## src/rtl/risc_pkg.sv

```systemverilog
// -----------------------------------------------------------------------------
// risc_pkg
// Definitions shared by the 8-bit RISC CPU control path and the ALU:
//   - opcode encodings taken from IR[7:5]
//   - sequencer state encodings (these values appear on the STATE debug port)
//   - bit positions inside the sequencer's internal control word
//   - small helpers that classify states and opcodes
// -----------------------------------------------------------------------------
package risc_pkg;

    // Opcodes, IR[7:5]. The ALU decodes the same values.
    localparam logic [2:0] OP_HALT  = 3'b000;
    localparam logic [2:0] OP_JRZ   = 3'b001;
    localparam logic [2:0] OP_ADD   = 3'b010;
    localparam logic [2:0] OP_AND   = 3'b011;
    localparam logic [2:0] OP_XOR   = 3'b100;
    localparam logic [2:0] OP_LOAD  = 3'b101;
    localparam logic [2:0] OP_STORE = 3'b110;
    localparam logic [2:0] OP_JUMP  = 3'b111;

    // Sequencer states. The encodings are visible on STATE, so they are fixed.
    typedef enum logic [2:0] {
        FETCH_ADDR = 3'd0,
        FETCH_WAIT = 3'd1,
        DECODE     = 3'd2,
        OP_ADDR    = 3'd3,
        OP_WAIT    = 3'd4,
        EXECUTE    = 3'd5,
        WRITEBACK  = 3'd6,
        HALTED     = 3'd7
    } state_t;

    // Bit positions in the internal control word, one bit per strobe.
    localparam int CW_SEL    = 0;
    localparam int CW_RD     = 1;
    localparam int CW_WR     = 2;
    localparam int CW_LD_IR  = 3;
    localparam int CW_INC_PC = 4;
    localparam int CW_LD_PC  = 5;
    localparam int CW_LD_AC  = 6;
    localparam int CW_DATA_E = 7;
    localparam int CW_ALU_EN = 8;
    localparam int CW_HALT   = 9;
    localparam int CW_W      = 10;

    // States in which the sequencer is waiting for MEM_READY.
    function automatic logic is_wait_state(input state_t s);
        return (s == FETCH_WAIT) || (s == OP_WAIT) || (s == WRITEBACK);
    endfunction

    // Opcodes that read an operand from memory before executing.
    function automatic logic is_read_op(input logic [2:0] op);
        return (op == OP_ADD) || (op == OP_AND) || (op == OP_XOR) || (op == OP_LOAD);
    endfunction

endpackage : risc_pkg

```

## src/rtl/risc_wait_timer.sv

```systemverilog
// -----------------------------------------------------------------------------
// risc_wait_timer
// Counts how many cycles the sequencer has been waiting for memory. It flags
// expiry when the count has reached WAIT_MAX and memory is still not ready.
//
// Ports:
//   CLK        in   system clock, rising edge
//   RST_N      in   asynchronous active-low reset
//   i_count    in   sequencer is in a memory wait state
//   i_clear    in   sequencer changes state at the next edge
//   i_ready    in   MEM_READY
//   o_expired  out  wait budget exhausted this cycle (combinational)
// -----------------------------------------------------------------------------
module risc_wait_timer #(
    parameter int unsigned WAIT_MAX = 15,
    parameter int unsigned TO_W     = 4
) (
    input  logic CLK,
    input  logic RST_N,
    input  logic i_count,
    input  logic i_clear,
    input  logic i_ready,
    output logic o_expired
);

    localparam logic [TO_W-1:0] LP_MAX = TO_W'(WAIT_MAX);

    logic [TO_W-1:0] r_cnt;

    // The counter never wraps. Once it reaches LP_MAX with memory still not
    // ready, the sequencer leaves the wait state, and that state change clears
    // the counter.
    always_ff @(posedge CLK or negedge RST_N) begin
        if (!RST_N) begin
            r_cnt <= '0;
        end else if (i_clear) begin
            r_cnt <= '0;
        end else if (i_count && !i_ready) begin
            r_cnt <= r_cnt + 1'b1;
        end
    end

    // If MEM_READY arrives in the same cycle as expiry, the access completes
    // normally and no error is raised.
    assign o_expired = i_count && !i_ready && (r_cnt == LP_MAX);

endmodule : risc_wait_timer

```

## src/rtl/risc_ctrl_sequencer.sv

```systemverilog
// -----------------------------------------------------------------------------
// risc_ctrl_sequencer
// Instruction sequencer for the 8-bit RISC CPU. Each instruction passes
// through fetch, decode, operand access, execute and writeback. The block
// drives the memory handshake and the datapath load strobes. It does not
// contain the datapath itself.
//
// Ports:
//   CLK, RST_N     clock (rising edge) and asynchronous active-low reset
//   OPCODE[2:0]    IR[7:5]
//   ALU_ZERO_FLAG  ACC == 0
//   MEM_READY      memory completes the current access this cycle
//   RUN            restart pulse, honoured only in HALTED
//   SEL            address mux: 1 = PC, 0 = IR operand field
//   RD / WR        memory read / write request
//   LD_IR, INC_PC, LD_PC, LD_AC   datapath load strobes for the next edge
//   DATA_E         ALU_OUT drives DATA_BUS
//   ALU_EN         ALU clock enable
//   HALT           CPU halted
//   BUS_ERR        sticky memory-timeout flag, cleared by RUN
//   STATE[2:0]     current state encoding (debug)
// -----------------------------------------------------------------------------
module risc_ctrl_sequencer
    import risc_pkg::*;
#(
    parameter int unsigned WAIT_MAX = 15,
    parameter int unsigned TO_W     = 4
) (
    input  logic       CLK,
    input  logic       RST_N,
    input  logic [2:0] OPCODE,
    input  logic       ALU_ZERO_FLAG,
    input  logic       MEM_READY,
    input  logic       RUN,
    output logic       SEL,
    output logic       RD,
    output logic       WR,
    output logic       LD_IR,
    output logic       INC_PC,
    output logic       LD_PC,
    output logic       LD_AC,
    output logic       DATA_E,
    output logic       ALU_EN,
    output logic       HALT,
    output logic       BUS_ERR,
    output logic [2:0] STATE
);

    state_t          r_state;
    state_t          w_state_next;
    logic [2:0]      r_op_q;
    logic            r_zero_q;
    logic            r_bus_err;
    logic [CW_W-1:0] w_cw;
    logic [2:0]      w_op_eff;
    logic            w_zero_eff;
    logic            w_wait_state;
    logic            w_state_chg;
    logic            w_expired;

    // -------------------------------------------------------------------------
    // Memory wait timer
    // -------------------------------------------------------------------------
    assign w_wait_state = is_wait_state(r_state);
    assign w_state_chg  = (w_state_next != r_state);

    risc_wait_timer #(
        .WAIT_MAX (WAIT_MAX),
        .TO_W     (TO_W)
    ) u_wait_timer (
        .CLK       (CLK),
        .RST_N     (RST_N),
        .i_count   (w_wait_state),
        .i_clear   (w_state_chg),
        .i_ready   (MEM_READY),
        .o_expired (w_expired)
    );

    // -------------------------------------------------------------------------
    // State and captured instruction context
    // -------------------------------------------------------------------------
    // NOTE: every clocked register uses non-blocking assignment. All flops
    // then sample pre-edge values, regardless of the order the blocks run in.
    always_ff @(posedge CLK or negedge RST_N) begin
        if (!RST_N) begin
            r_state <= FETCH_ADDR;
        end else begin
            r_state <= w_state_next;
        end
    end

    // NOTE: op_q and zero_q are reset even though DECODE always writes them
    // before they are read. The OP_ADDR decode and the debug view then never
    // see X after reset.
    always_ff @(posedge CLK or negedge RST_N) begin
        if (!RST_N) begin
            r_op_q   <= OP_HALT;
            r_zero_q <= 1'b0;
        end else if (r_state == DECODE) begin
            r_op_q   <= OPCODE;
            r_zero_q <= ALU_ZERO_FLAG;
        end
    end

    // BUS_ERR is set on a wait timeout and stays set until a restart from HALTED.
    always_ff @(posedge CLK or negedge RST_N) begin
        if (!RST_N) begin
            r_bus_err <= 1'b0;
        end else if (w_expired) begin
            r_bus_err <= 1'b1;
        end else if ((r_state == HALTED) && RUN) begin
            r_bus_err <= 1'b0;
        end
    end

    // DECODE must act on the IR contents in the same cycle they are captured.
    // In that state the live inputs bypass the captured copies. Every later
    // state uses the captured copies.
    assign w_op_eff   = (r_state == DECODE) ? OPCODE        : r_op_q;
    assign w_zero_eff = (r_state == DECODE) ? ALU_ZERO_FLAG : r_zero_q;

    // -------------------------------------------------------------------------
    // Next-state and control-word decode
    // -------------------------------------------------------------------------
    // NOTE: both outputs get a default before the case statement. Any path
    // that does not assign them then falls back to "hold state, no strobes"
    // and no latch is inferred.
    always_comb begin
        w_state_next = r_state;
        w_cw         = '0;

        case (r_state)
            FETCH_ADDR: begin
                w_cw[CW_SEL] = 1'b1;
                w_cw[CW_RD]  = 1'b1;
                w_state_next = FETCH_WAIT;
            end

            FETCH_WAIT: begin
                w_cw[CW_SEL] = 1'b1;
                w_cw[CW_RD]  = 1'b1;
                if (MEM_READY) begin
                    w_cw[CW_LD_IR]  = 1'b1;
                    w_cw[CW_INC_PC] = 1'b1;
                    w_state_next    = DECODE;
                end else if (w_expired) begin
                    w_state_next = HALTED;
                end
            end

            DECODE: begin
                case (w_op_eff)
                    OP_HALT: w_state_next = HALTED;
                    OP_JUMP: begin
                        w_cw[CW_LD_PC] = 1'b1;
                        w_state_next   = FETCH_ADDR;
                    end
                    OP_JRZ: begin
                        // Taken branch skips the next word in memory.
                        w_cw[CW_INC_PC] = w_zero_eff;
                        w_state_next    = FETCH_ADDR;
                    end
                    default: w_state_next = OP_ADDR;
                endcase
            end

            OP_ADDR: begin
                if (is_read_op(w_op_eff)) begin
                    w_cw[CW_RD]  = 1'b1;
                    w_state_next = OP_WAIT;
                end else begin
                    // STORE: move ACC through the ALU so ALU_OUT holds the
                    // data to write.
                    w_cw[CW_ALU_EN] = 1'b1;
                    w_state_next    = WRITEBACK;
                end
            end

            OP_WAIT: begin
                w_cw[CW_RD] = 1'b1;
                if (MEM_READY) begin
                    w_cw[CW_ALU_EN] = 1'b1;
                    w_state_next    = EXECUTE;
                end else if (w_expired) begin
                    w_state_next = HALTED;
                end
            end

            EXECUTE: begin
                w_cw[CW_LD_AC] = 1'b1;
                w_state_next   = FETCH_ADDR;
            end

            WRITEBACK: begin
                w_cw[CW_DATA_E] = 1'b1;
                w_cw[CW_WR]     = 1'b1;
                if (MEM_READY) begin
                    w_state_next = FETCH_ADDR;
                end else if (w_expired) begin
                    w_state_next = HALTED;
                end
            end

            HALTED: begin
                w_cw[CW_HALT] = 1'b1;
                if (RUN) begin
                    w_state_next = FETCH_ADDR;
                end
            end

            default: w_state_next = FETCH_ADDR;
        endcase
    end

    // -------------------------------------------------------------------------
    // Outputs
    // -------------------------------------------------------------------------
    assign SEL     = w_cw[CW_SEL];
    assign RD      = w_cw[CW_RD];
    assign WR      = w_cw[CW_WR];
    assign LD_IR   = w_cw[CW_LD_IR];
    assign INC_PC  = w_cw[CW_INC_PC];
    assign LD_PC   = w_cw[CW_LD_PC];
    assign LD_AC   = w_cw[CW_LD_AC];
    assign DATA_E  = w_cw[CW_DATA_E];
    assign ALU_EN  = w_cw[CW_ALU_EN];
    assign HALT    = w_cw[CW_HALT];
    assign BUS_ERR = r_bus_err;
    assign STATE   = r_state;

endmodule : risc_ctrl_sequencer

```

## config.mk

```make
export PLATFORM = sky130hd
export DESIGN_NAME = risc_ctrl_sequencer
export DESIGN_NICKNAME = d
export VERILOG_FILES = /design/src/rtl/risc_pkg.sv /design/src/rtl/risc_wait_timer.sv /design/src/rtl/risc_ctrl_sequencer.sv
export SDC_FILE = /design/constraint.sdc
export NUM_CORES = 1
export LEC_CHECK = 0
export CELL_PAD_IN_SITES_DETAIL_PLACEMENT = 1
export CELL_PAD_IN_SITES_GLOBAL_PLACEMENT = 1
export CORE_ASPECT_RATIO = 0.6
export CORE_MARGIN = 2
export CORE_UTILIZATION = 38
export DETAILED_ROUTE_END_ITERATION = 12
export PLACE_DENSITY = 0.86
export SLEW_MARGIN = 25
export SYNTH_ARGS = -nofsm -noshare
export SYNTH_HDL_FRONTEND = slang
export SYNTH_SLANG_ARGS = --single-unit
```

## constraint.sdc

```tcl
create_clock -name CLK -period 3.1 [get_ports CLK]
set_clock_uncertainty 0.2 [all_clocks]
set_input_delay 0.62 -clock CLK [delete_from_list [all_inputs] [get_ports CLK]]
set_output_delay 0.62 -clock CLK [all_outputs]
set_load 0.01 [all_outputs]
```

==> results of run 1 <==
## metrics by stage
| stage | cell area, um^2 | hold slack (ns) | util, % | total power, mW | std cells |
|---|---|---|---|---|---|
| after floorplan | 833 | 0.124 | - | 0.582 | 92 |
| after global placement | 1080 | 0.291 | 51.1 | 0.767 | 142 |
| after detailed placement | 1080 | 0.291 | 51.1 | 0.789 | 142 |
| after CTS | 1100 | 0.312 | 52.1 | 0.883 | 145 |
| after global routing | 1100 | 0.346 | 52.1 | 0.935 | 145 |
| final | 1100 | 0.305 | 52.1 | 0.879 | 145 |
## per-layer routing
metal / GRT usage [%] / up-vias / part of all wire, %
li1: - / 372 / -
met1: 27.5 / 386 / 53
met2: 33.3 / 21 / 43
met3: 2.81 / 4 / 3.5
met4: 6.38 / 0 / 0.89
met5: 0 / - / 0
## kinds of logic (layout without fill, tap and decap cells)
| group | after synthesis | count (layout) |
|---|---|---|
| AOI/OAI and AO/OA | 23 | 23 |
| xor gates and xnor gates | 5 | 5 |
| adders and majority gates | 1 | 1 |
| buffers and inverters | 9 | 32 |
| DFF | 10 | 10 |
| muxes | 2 | 2 |
| and+or+nand+nor | 42 | 42 |
## worst max-delay path by stage
stage | slack [ns] | startpoint | end
6_report | 0.15 | STATE[0] | INC_PC
3_3_place_gp | 0.22 | OPCODE[2] | INC_PC
5_1_grt | 0.06 | STATE[2] | INC_PC
4_1_cts | 0.16 | STATE[0] | INC_PC
3_5_place_dp | 0.20 | OPCODE[2] | INC_PC
2_1_floorplan | 0.94 | STATE[0] | INC_PC
## worst max-delay path, stage by stage, from the launching register on
cell	delay [ns]
dfrtp_1	0.36
buf_4	0.22
or3b_1	0.53
o22ai_1	0.21
clkdlybuf4s50_1	0.55
## flip-flops by register name, summed over array words and instances (netlist names)
| signal | cells |
|---|---|
| r_op_q | 2 |
| u_wait_timer.r_cnt | 4 |
| STATE | 3 |
| BUS_ERR | 1 |
## synth_stat cells, drive strengths merged, types with 2 or more instances
cell / number
nor2b: 3
nor3: 3
and3: 2
o21ai: 5
nor3b: 2
xnor2: 2
o22ai: 2
buf: 6
nand2b: 2
nor2: 12
xor2: 3
mux2: 2
nand3: 3
a21oi: 6
o311ai: 2
dfrtp: 10
nand2: 10
inv: 3
## layout make-up
type / instances / area [um^2] / share of cell area [%]
Timing Repair Buffer: 26 / 248 / 22.5
Inverter: 3 / 11.3 / 1.02
Clock buffer: 3 / 22.5 / 2.04
Sequential cell: 10 / 250 / 22.7
Multi-Input combinational cell: 73 / 533 / 48.4
Tap cell: 30 / 37.5 / 3.41
## power breakdown
| part | internal (mW) | switching [mW] |
|---|---|---|
| combinational | 0.281 | 0.313 |
| clock | 0.0447 | 0.0415 |
| sequential | 0.167 | 0.0322 |
| total | 0.493 | 0.386 |
==> results, run 1 <==
- After synthesis, the largest family of logic cells by area is simple AND/OR/NAND/NOR gates.
- In this run the worst hold path is classified as reg2reg.
- A synthesized cell averages 9.06 um^2.
- STA classifies the critical path startpoint as a register.
- The startpoint identified for the worst hold timing path is BUS_ERR.
- Subtracting the final worst setup slack from the clock period gives 2.95 ns.
- The first detailed-routing pass ran for 4 iterations.
- Across all layers, the routed design uses 783 vias.
- The number of antenna violations at the first check in global routing is 0.
- CTS built an H-tree with a depth of 1.
- The synthesized netlist devotes 6.16% of its cell area to XOR and XNOR gates.
- The number of remaining DRC errors is 0.
- The number of cell instances on the worst register-to-register path is 6.
- The fraction of synthesized cell area taken by the top area cell type is about 30%.
- The setup check on the worst reg-to-reg path leaves a slack of 1.05 ns.
- At the worst endpoint, the required time is 2.28 ns.
- The total negative setup slack is 0 ns.
- The post-route fraction of the period consumed by the critical path is 95.2%.
- Counting flops with an async set or reset pin after synthesis yields a share of 100%.
- The worst-case vdd ir drop is 464 uV.
- STA puts the critical path data arrival time at ~2.1 ns.
- The worst slew margin relative to its limit is between 60% and 70%.
- The commonest non-fill, non-tap cell in the layout is clkdlybuf4s50_1.
- Global routing finished with a remaining overflow of 0.
- The post-detailed-route via-to-cell ratio is between 5 and 6.
- The sequential element share of the synthesized area is 30.0%.
- Ranked by total cell area, the synthesized netlist is headed by dfrtp_1 30%, nor2_1 5.0%, nand2_1 4.5%.
- Setup repair after global routing left no endpoint under its margin.
- The number of unique standard cell types used by synthesis is 39.
- The number of global-route vias before repair is 756.
- In this run the remaining antenna-violating nets after routing total 0.
- The simple-gate share of the synthesized area is 26.9%.
- The number of nets in the synthesized netlist is roughly 100.
- The congestion estimate from routability-driven global placement came to 0.826.
- The tree built by TritonCTS fans out to 10 sinks.
- The total count of hold-check failures in the final report was 0.
- The final layout contains routed wiring with a total length of 2360 um.
- The run finished with clean final reports.
- The compound-cell area share of the yosys netlist is between 20% and 30%.
- The synthesis warning total is 0.
- In this run the critical register-to-register path is captured at u_wait_timer.r_cnt[3].
- The largest net degree at the start of global routing is 17.
- The kind of end point of the critical path is an output port.
- Setup slack closes at 0.150 ns.
- In this run, synthesis inferred 0 flip-flops with an integrated enable.
- The final-report setup violation count is 0.
- Clock-pin slew was measured on the worst setup and hold paths at 0.06 ns.
- The synthesized design contains 10 register bits.
- The area of the mapped netlist is 833 um^2.
- The die extent in y is 40.3 um.
- Static timing analysis puts the maximum clock frequency at 339 MHz.
- TritonCTS created 3 clock buffers.
- The maximum fanout along the worst path is 16.
- Once the clock tree was built, the setup fixing pass inserted 0 buffers.
- Post-CTS repair changed the size of 0 cells.
- The total I/O pin count is 22.
- For this block, the initial DRC count from the detailed router was 32.
- The area added between synthesis and finish is 32.3%.
- The routed wire length per instance is about 16 um.
- The die extent in x is approximately 64 um.
- The end point of the most critical hold path is BUS_ERR.
- The reg-to-reg startpoint is STATE[0].
- The count of final max-slew check failures is 0.
- The global-route wire length before repair is 3730 um.
- Counting the fill cells in the layout gives approximately 260.
- Global routing used 19.9% of the available tracks.
- After Yosys synthesis, full adders, half adders and majority gates account for 1.50% of the synthesized area.
- The TritonCTS clock tree is done.
- The diode insertion count for antenna repair is 0.
- The placement-stage worst setup slack is between 0.15 and 0.2 ns.
- The number of port buffers is 21.
- The total number of placement rows is 13.
- The slew at the pin closest to its max-slew limit is 0.494 ns.
- The fraction of layout instances using a drive strength above 1 is 20.0%.
- The clock tree buffer depth is 2.
- The final layout net count is 126.
- The power density normalized to cell area is 798 mW/mm^2.
- The number of cells on the worst hold path is 1.
- The number of max-cap violations is 0.
- The mux cell area share after synthesis is 2.70%.
- The clock tree root buffer cell is clkbuf_4.
- The library cells used most frequently in the layout, excluding fill and tap cells, are 21 x clkdlybuf4s50_1, 11 x nor2_1, 10 x dfrtp_1, 10 x nand2_1.
- The placed wire-length estimate after detailed placement is 1820 um.
- The analysis attributes to cell leakage a power of 0.431 nW.
- The critical path class is reg2out.
- After clock tree synthesis, the flow added hold-fix buffers numbering 0.
- The die outline area is 0.00260 mm^2.
- The count of mapped cells out of synthesis is a little over 90.
- The starting utilization of the core area is 39.4%.
- The clock reaches the later pin of the worst-skew pair after 0.26 ns.
- The synthesized design spends more area on one cell type than any other, namely dfrtp_1.
- The standard cell core area is ~0.0021 mm^2.
- The most common flop cell mapped by yosys is dfrtp_1.
(Power assumes the default switching activity.)
==> run 2: changes to the inputs <==
CORE_ASPECT_RATIO = not set   (was 0.6)
CORE_UTILIZATION = 40   (was 38)
DONT_BUFFER_PORTS = 1   (was not set)
PLACE_DENSITY = 0.72   (was 0.86)
==> run 2 against run 1 <==
Net effect:
- sequential cell count unchanged
- final area down 20%
- global-route usage down 1.3 points
- die area down 5.1%
- core utilization down 7.2 points
- cell count down 18%
- non-clock buffer count down 24
- worst setup slack better by 0.20 ns
- critical path depth down 1
- wire length down 15%
- combinational power down 33%
- via count down 14%
- largest cell class unchanged
==> results, run 2 (synthesized netlist as in run 1, its figures left out) <==
- The total area of multi-input combinational cells was 533 um^2 (unchanged).
- The total of hold buffers inserted after clock tree synthesis is 1 (+1).
- The die outline area was 0.00246 mm^2 (-5.1%).
- The quantity of gates resized following cts is 0 (unchanged).
- The total routing usage reported by global routing is 18.6% (-1.3 points).
- The data required time at the worst endpoint is 2.28 ns (about the same).
- The number of antenna violations at the first check in global routing is 0 (unchanged).
- The shortest period the worst path allows is 2.75 ns (-0.196 ns).
- The count of final max-slew check failures is 0 (unchanged).
- The worst setup path is captured at an output port.
- The number of design-rule violations left by the first detailed-router iteration came to 5 (-84%).
- The largest net degree at the start of global routing is 18 (+1).
- The number of max-cap violations came to 0 (unchanged).
- The remaining global-route overflow is 0 (unchanged).
- The final-report setup violation count is 0 (unchanged).
- Leaving out fill and tap cells, the most frequent cell in the layout is nor2_1.
- The wire length reported by the detailed router is 2010 um (-15%).
- The buffers inserted during post-CTS setup optimization was 0 (unchanged).
- The critical path arrival is 1.93 ns (-0.20 ns).
- The die extent in x is 49.6 um (-23%).
- The diode insertion count for antenna repair was 0 (unchanged).
- The number of filler cells placed in the layout is 253 (-1.6%).
- The fraction of layout instances using a drive strength above 1 is 21.7% (+1.7 points).
- In this run the worst hold path is classified as in2reg.
- The TritonCTS clock tree is done.
- The number of remaining DRC errors is 0 (unchanged).
- The H-tree depth is 1 (unchanged).
- The power density normalized to cell area is 863 mW/mm^2 (+8.2%).
- The clock tree buffer depth is 2 (unchanged).
- The global-route wire length before repair was 3390 um (-8.9%).
- The routed via count is 671 (-14%).
- The clock latency reported for the late side of the worst-skew pair was 0.28 ns (+0.02 ns).
- The flip-flop count of the largest register after layout is 4 (unchanged).
- The run finished with clean final reports.
- The worst slew margin relative to its limit was 61.6% (-5.4 points).
- The standard cell core area came to 0.00196 mm^2 (-7.2%).
- The maximum fanout along the worst path was 17 (+1).
- The critical path class is reg2out.
- STA classifies the critical path startpoint as a register.
- The number of buffers created by CTS came to 3 (unchanged).
- The total negative setup slack is 0 ns (unchanged).
- The sink count of the clock tree came to 10 (unchanged).
- Leaving out fill and tap cells, the most frequent cells in the layout are 11 x nor2_1, 10 x dfrtp_1, 10 x nand2_1.
- The final layout net count is 102 (-19%).
- The area growth from synthesis to layout is 5.86%.
- The total count of hold-check failures in the final report is 0 (unchanged).
- The count of antenna-violating nets left after detailed routing is 0 (unchanged).
- The number of port buffers is 0 (-100%).
- The final-layout worst hold slack is 0.305 ns (-0.000457 ns).
- The post-detailed-route via-to-cell ratio was 5.64 (+4.4%).
- The global placer's final weighted congestion is 0.816 (-1.2%).
- The total I/O pin count was 22 (unchanged).
- The die extent in y is 49.6 um (+23%).
- Setup repair after global routing left no endpoint under its margin.
- The leakage power of the design came to 0.344 nW (-20%).
- The post-route fraction of the period consumed by the critical path is 88.8% (-6.3 points).
- The sum of internal, switching and leakage power is 0.761 mW (-13%).
- The starting utilization of the core area is 42.5% (+3.1 points).
- The placed wire-length estimate after detailed placement is 1560 um (-14%).
- The number of global-route vias before repair came to 689 (-8.9%).
- The storage element area is 250 um^2 (unchanged).
- In this run the clock root is driven by a clkbuf_4.
- The slew at the pin closest to its max-slew limit is 0.576 ns (+0.0825 ns).
- The clock-pin slew on the worst setup and hold paths is 0.08 ns (+0.02 ns).
- The maximum clock frequency is 363 MHz (+7.1%).
- The routed wire length per instance is 16.9 um (+4.1%).
- The total number of placement rows was 16 (+3).
- More flip-flops sit in one register than any other, and that register is u_wait_timer.r_cnt.
- The worst-case vdd ir drop was 289 uV (-38%).
- The number of search-and-repair iterations in the first detailed-routing pass was 3 (-1).
[run 2: cell count changes in the layout (fill, tap and decap cells not counted)]
cell,delta
dlygate4sd3_1,+1
clkbuf_8,+1
buf_4,-4
clkdlybuf4s50_1,-21
[run 2: final timing paths]
path,start,to,slack (ns),cells past startpoint
min,OPCODE[1],r_op_q[1],0.30,1
max reg2reg,STATE[0],u_wait_timer.r_cnt[3],0.91,5
min reg2reg,r_op_q[1],r_op_q[1],0.34,1
max in group asynchronous,RST_N,STATE[1],1.86,1
max,STATE[0],INC_PC,0.35,3
min in group asynchronous,RST_N,u_wait_timer.r_cnt[0],0.52,1
[run 2: area by class of cell]
class | count | share of cell area, %
Tap cell | 27 | 3.83
Inverter | 3 | 1.28
Clock buffer | 4 | 4.11
Multi-Input combinational cell | 73 | 60.4
Sequential cell | 10 | 28.4
Timing Repair Buffer | 2 | 1.99
[run 2: per-layer routing]
metal	part of all wire, %	vias up	track usage [%]
met5	0	-	0
met2	49	12	30.2
li1	-	329	-
met1	45	325	23.3
met3	3.9	5	3.64
met4	2.1	0	9.72
[run 2: through the flow]
step / worst slack (ns) / util (%) / cell area [um^2] / std cells
after CTS: 0.336 / 45.0 / 882 / 119
after global placement: 0.692 / 42.6 / 836 / 114
after floorplan: 0.939 / - / 833 / 92
final: 0.346 / 45.0 / 882 / 119
after detailed placement: 0.652 / 42.6 / 836 / 114
after global routing: 0.245 / 45.0 / 882 / 119
[run 2: power by group]
part           leakage (nW)  internal (mW)  total [mW]  switching [mW]
Clock                0.0210         0.0716       0.125          0.0531
Combinational         0.192          0.167       0.399           0.232
Sequential            0.131          0.165       0.238          0.0722
[run 2: critical path, stage by stage, from the launching register on]
cell	delay, ns
dfrtp_1	0.60
nor3b_2	0.42
mux2_2	0.39
o22ai_1	0.23
==> run 3: changes to the inputs <==
PLACE_DENSITY = 0.73   (was 0.72)
SYNTH_HIERARCHICAL = 1   (was not set)
==> run 3 against run 2 <==
Net effect:
- worst setup slack lost 0.029 ns
- highest routed layer unchanged
- wire length shrank 9.0%
- clock power shrank 5%
- first-iteration DRC count is the same
- global-route usage shrank 0.16 points
- synthesized area shrank 11%
- count of clock-buffer cells in the layout is the same
- sequential share of layout area grew 2.0 points
- critical path type is now reg2reg
- non-clock buffer count grew 3
==> results, run 3 <==
- The sequential element share of the synthesized area was 33.6% (+3.5 points).
- The number of max-cap violations came to 0 (unchanged).
- The sink count of the clock tree is 10 (unchanged).
- The clock tree buffer depth came to 2 (unchanged).
- The remaining global-route overflow is 0 (unchanged).
- The flip-flop and latch count after synthesis is 10 (unchanged).
- The number of nets in the synthesized netlist is 96 (-5.0%).
- The number of port buffers is 0 (unchanged).
- The number of filler cells placed in the layout is 205 (-19%).
- The final layout net count is 101 (-0.98%).
- The net switching fraction of the power came to 45.5% (-1.5 points).
- The kind of end point of the critical path is a register.
- The worst-case vdd ir drop is 432 uV (+49%).
- The shortest period the worst path allows is 2.78 ns (+0.0291 ns).
- The switching power summed over all nets is 0.341 mW (-4.6%).
- The clock latency reported for the late side of the worst-skew pair came to 0.26 ns (-0.02 ns).
- The count of flip-flops with a built-in enable after synthesis is 0 (unchanged).
- The maximum clock frequency is 359 MHz (-1.0%).
- The most common flop cell mapped by yosys is dfrtp_1.
- The library cell used most frequently in the layout, excluding fill and tap cells, is nor2_1.
- The count of mapped cells out of synthesis came to 87 (-5.4%).
- The clock share of power came to 15.9% (-0.5 points).
- The average instance area after synthesis was 8.57 um^2 (-5.4%).
- The sort of element at the start of the critical path is a register.
- The met2 wirelength from detailed routing is 858 um (-13%).
- The routed length on met1 is 870 um (-3.8%).
- The flip-flop count of the largest register after layout is 4 (unchanged).
- The critical path arrival is 2.73 ns (+0.80 ns).
- The number of remaining DRC errors came to 0 (unchanged).
- The count of final max-slew check failures is 0 (unchanged).
- Counting flops per register, the top entry is u_wait_timer/r_cnt.
- The slew at the pin closest to its max-slew limit was 0.491 ns (-0.0853 ns).
- The number of buffers created by CTS is 3 (unchanged).
- The worst setup path is of the reg2reg kind.
- Sorting the synthesized cells by how often they occur yields 16 x nor2_1, 10 x dfrtp_1, 8 x nand2_1.
- The number of global-route vias before repair was 605 (-12%).
- The placement-stage worst setup slack is 0.322 ns (-0.330 ns).
- The post-detailed-route via-to-cell ratio came to 5.59 (-0.78%).
- The cell sitting at the root of the clock tree is a clkbuf_4.
- The H-tree depth came to 1 (unchanged).
- The area added between synthesis and finish is 10.6%.
- The cell-internal power came to 0.409 mW (+1.3%).
- Setup repair after global routing left no endpoint under its margin.
- The fraction of power consumed by sequential logic is 26.6% (-4.6 points).
- The global-route wire length before repair is 2800 um (-17%).
- The proportion of synthesized flip-flops having asynchronous set or reset came to 100% (unchanged).
- The combinational group share of total power came to 57.5% (+5.1 points).
- In the post-synthesis netlist, the biggest area contributors are dfrtp_1 34%, nor2_1 8.1%, a21oi_1 4.0%.
- The setup slack of the critical path after layout was 0.317 ns (-0.0291 ns).
- The placed wire-length estimate after detailed placement is 1340 um (-14%).
- The number of design-rule violations left by the first detailed-router iteration is 5 (unchanged).
- The amount of wire on met3 after detailed routing came to 80 um (+1.3%).
- The cell type with the largest total area after synthesis is dfrtp_1.
- TritonCTS built the clock tree.
- The routed via count was 649 (-3.3%).
- In the post-synthesis netlist, the cell with the most instances is nor2_1.
- The total routing usage reported by global routing is 18.5% (-0.16 points).
- The starting utilization of the core area is 42.7% (+0.25 points).
- The final-report setup violation count is 0 (unchanged).
- The count of antenna-violating nets left after detailed routing is 0 (unchanged).
- The worst slew margin relative to its limit is 67.2% (+5.6 points).
- The total instance count after detailed placement is 111 (-2.6%).
- The fraction of synthesized cell area taken by the top area cell type was 33.6% (+3.5 points).
- The total count of hold-check failures in the final report was 0 (unchanged).
- The total negative setup slack is 0 ns (unchanged).
- The standard cell core area came to 0.00175 mm^2 (-11%).
- The maximum fanout along the worst path was 6 (-11).
- The data required time at the worst endpoint is 3.04 ns (+0.76 ns).
- The power density normalized to cell area is 910 mW/mm^2 (+5.4%).
- The diode insertion count for antenna repair is 0 (unchanged).
- The total number of placement rows is 15 (-1).
- The number of search-and-repair iterations in the first detailed-routing pass is 4 (+1).
- The routed wire length per instance is 15.8 um (-6.6%).
- The largest net degree at the start of global routing came to 19 (+1).
- The flow ran to the end, and the final reports show no timing, DRC or antenna violations.
- The worst hold-check path type is in2reg.
- The synthesis warning total was 6 (+6).
- The post-route fraction of the period consumed by the critical path is 89.8% (+0.94 points).
- The number of antenna violations at the first check in global routing is 0 (unchanged).
- The number of unique standard cell types used by synthesis is 39 (unchanged).
- The clock-pin slew on the worst setup and hold paths is 0.07 ns (about the same).
- Leaving out fill and tap cells, the most frequent cells in the layout are 16 x nor2_1, 10 x dfrtp_1, 8 x nand2_1.
- The area of the mapped netlist is 746 um^2 (-11%).
- The die extent in x was 47.2 um (-5.0%).
- The die extent in y came to 47.2 um (-5.0%).
- The fraction of layout instances using a drive strength above 1 is 16.5% (-5.3 points).
- The leakage power of the design is 0.372 nW (+8.0%).
- The die outline area is 0.00223 mm^2 (-9.7%).
- The total I/O pin count is 22 (unchanged).
- The final-layout worst hold slack is 0.306 ns (+0.00177 ns).
- The number of standard cells in the layout, taps in and fillers out is 116 (-2.5%).
- The global placer's final weighted congestion was 0.765 (-6.2%).
- The wire length reported by the detailed router came to 1830 um (-9.0%).
- The top layer reached by signal wires is met4.
-- run 3: cell count changes after synthesis, sizes merged, moves of 2 or more --
| cell | change |
|---|---|
| nor2 | +4 |
| nand2 | -2 |
| buf | -2 |
| o22ai | -2 |
| nand3 | -2 |
| and3 | -2 |
| nor3 | -2 |
| mux2i | +2 |
| and4 | +2 |
| o311ai | -2 |
-- run 3: timing repair --
| item | 4_1_cts | 5_1_grt |
|---|---|---|
| hold buffers | 1 | 0 |
| resized for setup | 0 | 0 |
| buffers inserted | 0 | 0 |
| endpoints found under the setup margin | 0 | 0 |
| hold endpoints to repair | 10 | 0 |
-- run 3: final cells by class --
class | count | area, um^2 | share of cell area [%]
clock buffers | 4 | 36.3 | 4.40
inverters | 2 | 7.51 | 0.910
flip-flops and latches | 10 | 250 | 30.3
repair buffers | 5 | 40.0 | 4.86
multi-input cells | 70 | 459 | 55.7
well taps | 25 | 31.3 | 3.79
-- run 3: metal layers --
metal	GRT usage, %	vias up
met3	3.46	2
met1	26.5	315
li1	-	320
met4	8.89	0
met5	0	-
met2	26.6	12
-- run 3: logic make-up (layout without fill, tap and decap cells) --
kind of cell    count (synthesis)  count (layout)  synth area share (%)
simple gates                   40              40                  29.5
compound gates                 20              20                  18.5
flops                          10              10                  33.6
buf+inv                         7              11                  4.87
mux                             5               5                  7.21
xor+xnor                        4               4                  4.70
fa+ha+maj                       1               1                  1.68
-- run 3: stage by stage --
| stage | instance area, um^2 | total power [mW] | utilization, % |
|---|---|---|---|
| floorplan | 746 | 0.539 | - |
| global route | 825 | 0.811 | 47.2 |
| CTS | 825 | 0.755 | 47.2 |
| finish | 825 | 0.750 | 47.2 |
| detailed placement | 778 | 0.631 | 44.6 |
| global placement | 778 | 0.621 | 44.6 |
-- run 3: power groups by stage --
stage | logic, mW | registers, mW | clock network, mW
2_1_floorplan | 0.323 | 0.216 | 0
3_3_place_gp | 0.420 | 0.201 | 0
3_5_place_dp | 0.428 | 0.203 | 0
4_1_cts | 0.432 | 0.200 | 0.123
5_1_grt | 0.474 | 0.207 | 0.130
6_report | 0.431 | 0.199 | 0.119
-- run 3: worst max-delay path: stages (launching register included) --
cell	delay, ns
dfrtp_1	0.47
nand2b_1	0.16
o21ai_0	0.30
nor2b_4	0.25
and4_2	0.32
a31oi_1	0.14
a41oi_1	0.21
a221o_1	0.23
nor2b_1	0.07
mux2_1	0.30
-- run 3: final timing paths --
check / from / to / slack (ns) / cells past startpoint
worst max-delay path: STATE[0] / u_wait_timer/r_cnt[3] / 0.32 / 9
worst min-delay path: OPCODE[2] / r_op_q[2] / 0.31 / 1
worst max register to register: STATE[0] / u_wait_timer/r_cnt[3] / 0.32 / 9
worst min register to register: r_op_q[1] / r_op_q[1] / 0.33 / 1
max in group asynchronous: RST_N / STATE[1] / 1.82 / 1
min in group asynchronous: RST_N / r_op_q[1] / 0.55 / 1
